**config.mk**
```make
export PLATFORM = sky130hd
export DESIGN_NAME = accel_sequencer
export DESIGN_NICKNAME = d
export VERILOG_FILES = /design/src/rtl/accel_sequencer.sv
export SDC_FILE = /design/constraint.sdc
export NUM_CORES = 1
export LEC_CHECK = 0
export CORE_UTILIZATION = 59
export DETAILED_ROUTE_END_ITERATION = 12
export PLACE_DENSITY_LB_ADDON = 0.15
export RECOVER_POWER = 100
export SETUP_SLACK_MARGIN = 0.02
export SKIP_CTS_REPAIR_TIMING = 1
export SLEW_MARGIN = 0
export SYNTH_ARGS = -nofsm -noshare
export SYNTH_HDL_FRONTEND = slang
export SYNTH_SLANG_ARGS = --single-unit
```
**constraint.sdc**
```tcl
create_clock -name clk -period 10.95 [get_ports clk]
set_clock_uncertainty 0.2 [all_clocks]
set_input_delay 1.095 -clock clk [delete_from_list [all_inputs] [get_ports clk]]
set_output_delay 1.095 -clock clk [all_outputs]
set_load 0.03 [all_outputs]
```
**src/rtl/accel_sequencer.sv**
```systemverilog
// accel_sequencer
//   Drives an I2C controller to configure a 3-axis accelerometer once and then
//   poll its six data registers periodically, publishing signed X/Y/Z samples.
//
// Ports
//   clk, rst          : system clock, asynchronous active-high reset
//   enable            : run configuration then periodic polling while high
//   i2c_dev_addr      : device address (constant DEV_ADDR_P)
//   i2c_reg_addr      : register address of the current transaction
//   i2c_r_w           : 1 = read, 0 = write
//   i2c_write_data    : byte written on write transactions
//   i2c_start         : one-cycle transaction request
//   i2c_read_data     : byte returned by a read
//   i2c_done          : controller finished (level, cleared on next start)
//   i2c_ready         : controller idle
//   accel_x/y/z       : signed samples {high byte, low byte}
//   data_valid        : one-cycle pulse when accel_* update
//   configured        : configuration writes completed
//   error             : sticky transaction timeout flag
//   dbg_state         : current FSM state encoding
module accel_sequencer #(
    parameter int         POLL_CYCLES    = 5000000,
    parameter int         TIMEOUT_CYCLES = 100000,
    parameter logic [6:0] DEV_ADDR_P     = 7'h1D
) (
    input  logic               clk,
    input  logic               rst,
    input  logic               enable,
    output logic [6:0]         i2c_dev_addr,
    output logic [7:0]         i2c_reg_addr,
    output logic               i2c_r_w,
    output logic [7:0]         i2c_write_data,
    output logic               i2c_start,
    input  logic [7:0]         i2c_read_data,
    input  logic               i2c_done,
    input  logic               i2c_ready,
    output logic signed [15:0] accel_x,
    output logic signed [15:0] accel_y,
    output logic signed [15:0] accel_z,
    output logic               data_valid,
    output logic               configured,
    output logic               error,
    output logic [3:0]         dbg_state
);

    // A width of at least one bit keeps the counters legal when a parameter is 1.
    localparam int PW = (POLL_CYCLES > 1) ? $clog2(POLL_CYCLES) : 1;
    localparam int TW = (TIMEOUT_CYCLES > 1) ? $clog2(TIMEOUT_CYCLES) : 1;
    localparam logic [PW-1:0] POLL_LOAD = PW'(POLL_CYCLES - 1);
    localparam logic [TW-1:0] TMO_LAST  = TW'(TIMEOUT_CYCLES - 1);

    typedef enum logic [3:0] {
        S_IDLE      = 4'd0,
        S_ISSUE     = 4'd1,
        S_WAIT      = 4'd2,
        S_NEXT      = 4'd3,
        S_POLL_WAIT = 4'd4,
        S_PUBLISH   = 4'd5
    } state_t;

    state_t          r_state;
    logic [2:0]      r_step;
    logic [TW-1:0]   r_tmo;
    logic [PW-1:0]   r_poll;
    logic            r_done_q;
    logic [7:0]      r_reg_addr;
    logic            r_r_w;
    logic [7:0]      r_wdata;
    logic [7:0]      r_buf [0:5];
    logic signed [15:0] r_ax;
    logic signed [15:0] r_ay;
    logic signed [15:0] r_az;
    logic            r_valid;
    logic            r_cfg;
    logic            r_err;

    state_t          w_state_nxt;
    logic [2:0]      w_step_nxt;
    logic [2:0]      w_first_step;
    logic [2:0]      w_buf_idx;
    logic            w_done_rise;
    logic            w_capture;
    logic            w_timeout;
    logic            w_set_cfg;
    logic [16:0]     w_cmd;

    // Fixed step list: {r_w, register, write byte}. Steps 2..7 read 0x32..0x37.
    function automatic logic [16:0] step_cmd(input logic [2:0] step);
        case (step)
            3'd0:    return {1'b0, 8'h31, 8'h01};
            3'd1:    return {1'b0, 8'h2D, 8'h08};
            default: return {1'b1, 8'h30 + {5'd0, step}, 8'h00};
        endcase
    endfunction

    // Only a fresh 0->1 transition counts; a done level left over from the
    // previous transaction is ignored until it drops and rises again.
    assign w_done_rise  = i2c_done & ~r_done_q;
    assign w_first_step = r_cfg ? 3'd2 : 3'd0;
    assign w_buf_idx    = r_step - 3'd2;
    assign w_cmd        = step_cmd(w_step_nxt);

    always_comb begin
        w_state_nxt = r_state;
        w_step_nxt  = r_step;
        w_capture   = 1'b0;
        w_timeout   = 1'b0;
        w_set_cfg   = 1'b0;
        case (r_state)
            S_IDLE: begin
                if (enable) begin
                    w_state_nxt = S_ISSUE;
                    w_step_nxt  = w_first_step;
                end
            end
            S_ISSUE: begin
                if (i2c_ready) begin
                    w_state_nxt = S_WAIT;
                end
            end
            S_WAIT: begin
                if (w_done_rise) begin
                    w_state_nxt = S_NEXT;
                    w_capture   = r_r_w;
                end else if (r_tmo == TMO_LAST) begin
                    w_state_nxt = S_POLL_WAIT;
                    w_timeout   = 1'b1;
                end
            end
            S_NEXT: begin
                if (r_step == 3'd7) begin
                    w_state_nxt = S_PUBLISH;
                end else begin
                    w_set_cfg   = (r_step == 3'd1);
                    w_step_nxt  = r_step + 3'd1;
                    w_state_nxt = S_ISSUE;
                end
            end
            S_POLL_WAIT: begin
                if (!enable) begin
                    w_state_nxt = S_IDLE;
                end else if (r_poll == '0) begin
                    w_state_nxt = S_ISSUE;
                    w_step_nxt  = w_first_step;
                end
            end
            S_PUBLISH: begin
                w_state_nxt = S_POLL_WAIT;
            end
            default: begin
                w_state_nxt = S_IDLE;
            end
        endcase
    end

    always_ff @(posedge clk or posedge rst) begin
        if (rst) begin
            r_state    <= S_IDLE;
            r_step     <= 3'd0;
            r_tmo      <= '0;
            r_poll     <= '0;
            r_done_q   <= 1'b0;
            r_reg_addr <= 8'h00;
            r_r_w      <= 1'b0;
            r_wdata    <= 8'h00;
            for (int i = 0; i < 6; i++) begin
                r_buf[i] <= 8'h00;
            end
            r_ax       <= '0;
            r_ay       <= '0;
            r_az       <= '0;
            r_valid    <= 1'b0;
            r_cfg      <= 1'b0;
            r_err      <= 1'b0;
        end else begin
            r_state  <= w_state_nxt;
            r_step   <= w_step_nxt;
            r_done_q <= i2c_done;

            // Command fields are latched on every cycle headed for ISSUE, so
            // they stay fixed through ISSUE and WAIT.
            if (w_state_nxt == S_ISSUE) begin
                {r_r_w, r_reg_addr, r_wdata} <= w_cmd;
            end

            // Timeout counts WAIT cycles only; a stalled ISSUE never counts.
            if (r_state == S_ISSUE) begin
                r_tmo <= '0;
            end else if (r_state == S_WAIT && !w_done_rise && !w_timeout) begin
                r_tmo <= r_tmo + 1'b1;
            end

            if (w_state_nxt == S_POLL_WAIT && r_state != S_POLL_WAIT) begin
                r_poll <= POLL_LOAD;
            end else if (r_state == S_POLL_WAIT && r_poll != '0) begin
                r_poll <= r_poll - 1'b1;
            end

            if (w_capture) begin
                r_buf[w_buf_idx] <= i2c_read_data;
            end

            if (w_timeout) begin
                r_cfg <= 1'b0;
                r_err <= 1'b1;
            end else if (w_set_cfg) begin
                r_cfg <= 1'b1;
            end

            // All three axes move together, and only after a complete burst.
            r_valid <= (r_state == S_PUBLISH);
            if (r_state == S_PUBLISH) begin
                r_ax <= {r_buf[1], r_buf[0]};
                r_ay <= {r_buf[3], r_buf[2]};
                r_az <= {r_buf[5], r_buf[4]};
            end
        end
    end

    assign i2c_dev_addr   = DEV_ADDR_P;
    assign i2c_reg_addr   = r_reg_addr;
    assign i2c_r_w        = r_r_w;
    assign i2c_write_data = r_wdata;
    assign i2c_start      = (r_state == S_ISSUE) && i2c_ready;
    assign accel_x        = r_ax;
    assign accel_y        = r_ay;
    assign accel_z        = r_az;
    assign data_valid     = r_valid;
    assign configured     = r_cfg;
    assign error          = r_err;
    assign dbg_state      = r_state;

endmodule
```
# [Yosys cells after proc, flatten, opt, wreduce, memory -nomap -nowiden]
# Cells that the tools add are included.
[totals] out_inout_bits=80 inputBits=13 regBits=164 wordCells=88
[op_classes] order_cmp=2 n_addsub=5 n_reduce_logical=15 bitwise=3 n_eq_ne=12 muxes=31
[ops] op="48-bit bitwise mux" count=1
[ops] op="23-bit two-way mux" count=2
[ops] op="17-bit two-way mux" count=2
[ops] op="17-bit one-hot mux with 2 select lines" count=1
[ops] op="8-bit demux with 3-bit select" count=1
[ops] op="4-bit two-way mux" count=6
[ops] op="4-bit one-hot mux with 6 select lines" count=1
[ops] op="23-bit zero test" count=1
[ops] op="23-bit nonzero test" count=1
[ops] op="23-bit by 1-bit subtractor with 23-bit output (second input constant)" count=1
[ops] op="17-bit by 1-bit adder with 17-bit output (second input constant)" count=1
[ops] op="17-bit == test (second input constant)" count=1
[ops] op="3-bit two-way mux" count=5
[ops] op="4-bit by 3-bit == test with 1-bit output (second input constant)" count=3
[ops] op="1-bit two-way mux" count=9
[ops] op="3-bit one-hot mux with 3 select lines" count=1
[ops] op="4-bit by 1-bit == test with 1-bit output (second input constant)" count=2
[ops] op="4-bit by 2-bit == test with 1-bit output (second input constant)" count=2
[ops] op="8-bit two-way mux" count=1
[ops] op="6-bit by 3-bit adder with 7-bit output (first input constant)" count=1
[ops] op="3-bit by 1-bit == test with 1-bit output (second input constant)" count=2
[ops] op="1-bit logical AND" count=6
[ops] op="2-bit nonzero test" count=3
[ops] op="4-bit >= comparator (second input constant)" count=1
[ops] op="other kinds (12)" count=13

# [Longest topological paths before layout]
[depth] ltp_word=8 mapped_depth=9

# [Worst setup path before layout]
# OpenSTA, ideal clock, no wires.
[synth_path] path_type="reg-to-output" startpoint="register r_state[1], in the netlist dbg_state[1]" endpoint="output port i2c_start" n_path_buf=1 t_required_ps=9655 arrival_time_ps=1680 setup_slack_ps=7975 stages_incl_launch_ff=5 path_cell_list="dfrtp_1 -> clkbuf_1 -> nor4b_2 -> nand2_1 -> inv_1"
[synth_via] elab_chain_cells=2
[synth_lines] item="start: declaration" line="61" rtl="state_t r_state;"
[synth_lines] item="start signal: assignment" line="176" rtl="r_state <= w_state_nxt;"
[synth_lines] item="4-bit by 1-bit == test with 1-bit output" line="224" rtl="assign i2c_start = (r_state == S_ISSUE) && i2c_ready;"
[synth_lines] item="1-bit logical AND" line="224"
[synth_lines] item="end: declaration" line="33" rtl="output logic i2c_start,"
# No other way between the ends.

# [Worst setup path in the final report]
[layout_path] startpoint="register r_state[2], in the netlist dbg_state[2]" endpoint="register r_ay[4], in the netlist accel_y[4]"
[layout_via] elab_chain_cells=1
[layout_lines] item="4-bit by 3-bit == test with 1-bit output" line="212" rtl="if (r_state == S_PUBLISH) begin"
[layout_lines] item="end signal: assignment" line="214" rtl="r_ay <= {r_buf[3], r_buf[2]};"
[layout_lines] item="end: declaration" line="71" rtl="logic signed [15:0] r_ay;"
# No other way between the ends.
# A chain may end at the register's enable or synchronous reset.

==> flow_summary.yaml <==
clock_network:
  cts.reportedPaths.clkPinSlew_ns: 0.06
  clockRootBuffer: "clkbuf_16"
  clock_latency_ns: 0.42
  cts_tree: "built"
  cts_max_level: 4
  cts_buffers: 17
  clock_sinks: 155
  cts_buffer_depth: 2
timing:
  tightest_slew_ns: 3.46
  rsz0062_at_grt: "no"
  fin_tns_setup_ns: 0
  period_needed_ns: 4.77
  setup_viol: 0
  hold_viol_final: 0
  finalWorstSetupSlack_ns: 6.18
  max_freq_mhz: 209
  maxSlewViolCount: 199
  fin_crit_sh_pct: 43.6
  max_slew_margin_pct: -132
routing:
  wire_per_inst_um: 16.7
  drc: 0
  vias: 4980
  ant_nets: 0
  first_pass_iters: 5
  drtIter0Drc: 358
  vias_per_cell: 5.66
  drt_wl_total_um: 14700
setup_path:
  critical_path.max_stage_delay_ns: 1.60
  crit_type: "reg -> reg"
  cp-start-kind: "flop"
  path_delay_family: "buffers and inverters"
  crit_required_ns: 11.10
  cp_cell_sequence: "nand3_1 > clkinv_1 > clkbuf_1 > nand2_1 > nand2_1"
  crit_arrival_ns: 4.92
  worstPathMaxFanout: 51
  cp-end-kind: "flop"
  critPathSlowestCell: "clkbuf_1"
  critPathBufInv: 2
  cpMostUsedCell: "nand2_1"
yosys:
  synth_cell_types: 63
  syn_area_mm2: 0.00683
  synth.area.top_cells: "dfrtp_1, nand2_1, mux2_2"
  syn_inst: 653
  synth-seq-cells: 155
  yosysTopAreaCellShare_pct: 56.8
  synth_area_leader_cell: "dfrtp_1"
  synth_edf_count: 0
  avgSynthCellArea_um2: 10.5
  yosysWarnings: 0
  seq_area_frac_synth_pct: 56.8
  ys.flop_type: "dfrtp_1"
  async_flop_share_pct: 100
floorplanning:
  die_height_um: 110
  coreArea_mm2: 0.0111
  design.die.area_mm2: 0.0120
  start_util_pct: 61.7
  die_w_um: 110
  num_rows: 38
  boundaryPins: 93
status:
  status: "finished with violations"
  violations: "capacitance limit, slew limit"
power:
  leakage_nw: 4.07
  total_power_mw: 1.30
  ir_drop_uv: 261
  p_per_area_mw_per_mm2: 158
global_routing:
  grt-ovfl-total: 0
  first_global_vias: 4867
  grt_pass1_wl_um: 24000
  antenna_found_initial: 0
  grt.total_usage_pct: 27.1
  grt_max_degree: 81
placement:
  dpl.hpwl_um: 9580
  place_worst_setup_slack_ns: 7.04
  placed_cells: 848
  port_buffers: 77
  gp_congestion: 0.899
cells_and_area:
  layout.nets: 744
  utilization_pct: 74.5
  fin_cells: 880
  antenna_cells: 0
  synthToLayoutAreaGrowth_pct: 20.7
  drive_gt1_share_pct: 13.2
hold_path:
  hold_class: "reg -> reg"
job:
  maxCapViolCount: 5
==> registers in the layout, summed over array words and instances, names as in the netlist, 3 cells and up <==
signal	cells
r_step	3
i2c_reg_addr	6
accel_x	16
accel_z	16
r_tmo	17
r_poll	23
r_buf	48
dbg_state	4
accel_y	16
==> final cells by class <==
type / count / area, um^2
fill: 769 / 2830
clock inverter: 10 / 163
clock buffer: 22 / 474
inverter: 11 / 42.5
tap: 140 / 175
multi-input combinational: 462 / 2730
sequential: 155 / 3880
timing repair buffer: 80 / 790
==> synth_stat cells, types with 5 or more instances <==
cell type    n
clkbuf_1    18
nand4_1     10
nand3_1     22
a21oi_1     10
nand2_1    183
o21ai_0      7
nor4_1       7
nor2_1      40
dfrtp_1    155
xor2_1      23
mux2_2      50
nor3_1       8
buf_4       17
inv_1        9
o211ai_1     5
xnor2_1      7
==> power breakdown <==
part,internal [mW],leakage (nW),switching (mW)
Clock,0.400,0.307,0.227
Combinational,0.0263,1.73,0.0482
Sequential,0.588,2.04,0.0126
Total,1.01,4.07,0.288
==> routing by layer <==
| metal | routed length, um | track usage, % | vias to the layer above |
|---|---|---|---|
| met5 | 0 | 0 | - |
| met4 | 229 | 10.0 | 0 |
| met3 | 732 | 6.88 | 20 |
| met2 | 7130 | 43.2 | 135 |
| met1 | 6560 | 36.0 | 2499 |
| li1 | - | - | 2326 |
==> path summary, 6_finish.rpt <==
| path | from | endpoint | slack [ns] | depth (start not counted) |
|---|---|---|---|---|
| min in group asynchronous | rst | accel_y[13] | 1.95 | 2 |
| max in group asynchronous | rst | r_poll[18] | 6.52 | 3 |
| worst max register to register | dbg_state[2] | accel_y[4] | 6.18 | 5 |
| worst max-delay path | dbg_state[2] | accel_y[4] | 6.18 | 5 |
| worst min-delay path | r_buf[15] | accel_z[7] | 0.26 | 2 |
| worst min register to register | r_buf[15] | accel_z[7] | 0.26 | 2 |
==> cells in the final DEF, fill, tap and decap left out, types with 4 or more instances in the layout <==
cell / n
dlygate4sd3_1: 68
bufinv_16: 4
clkbuf_16: 17
nand2_1: 183
nor4_1: 7
inv_1: 8
clkdlybuf4s50_1: 9
nor2_1: 40
mux2_2: 49
nand2b_1: 4
a21oi_1: 10
conb_1: 16
xor2_1: 23
and3_1: 4
nand3_1: 22
nand4_1: 10
o21ai_0: 11
xnor2_1: 7
o211ai_1: 5
ha_1: 4
nor3_1: 11
dfrtp_1: 155
==> cells by family after synthesis <==
logic type               synth area share (%)
AO/OA/AOI/OAI                            4.62
buffers and inverters                    3.72
adder cells (fa/ha/maj)                 0.733
XOR/XNOR                                 3.85
other                                   0.110
flip-flops                               56.8
multiplexers                             8.68
AND/OR/NAND/NOR                          21.5
==> metrics by stage <==
| stage | area, um^2 | hold slack (ns) |
|---|---|---|
| after floorplan | 6880 | 0.233 |
| after global placement | 7650 | 0.244 |
| after detailed placement | 7650 | 0.248 |
| after CTS | 8290 | 0.262 |
| after global routing | 8250 | 0.285 |
| final | 8250 | 0.263 |
==> worst min-delay path: stages (launching register included) <==
cell and delay [ns]:
dfrtp_1 0.34, nand2_1 0.05, nand2_1 0.05
(Power assumes the default switching activity.)
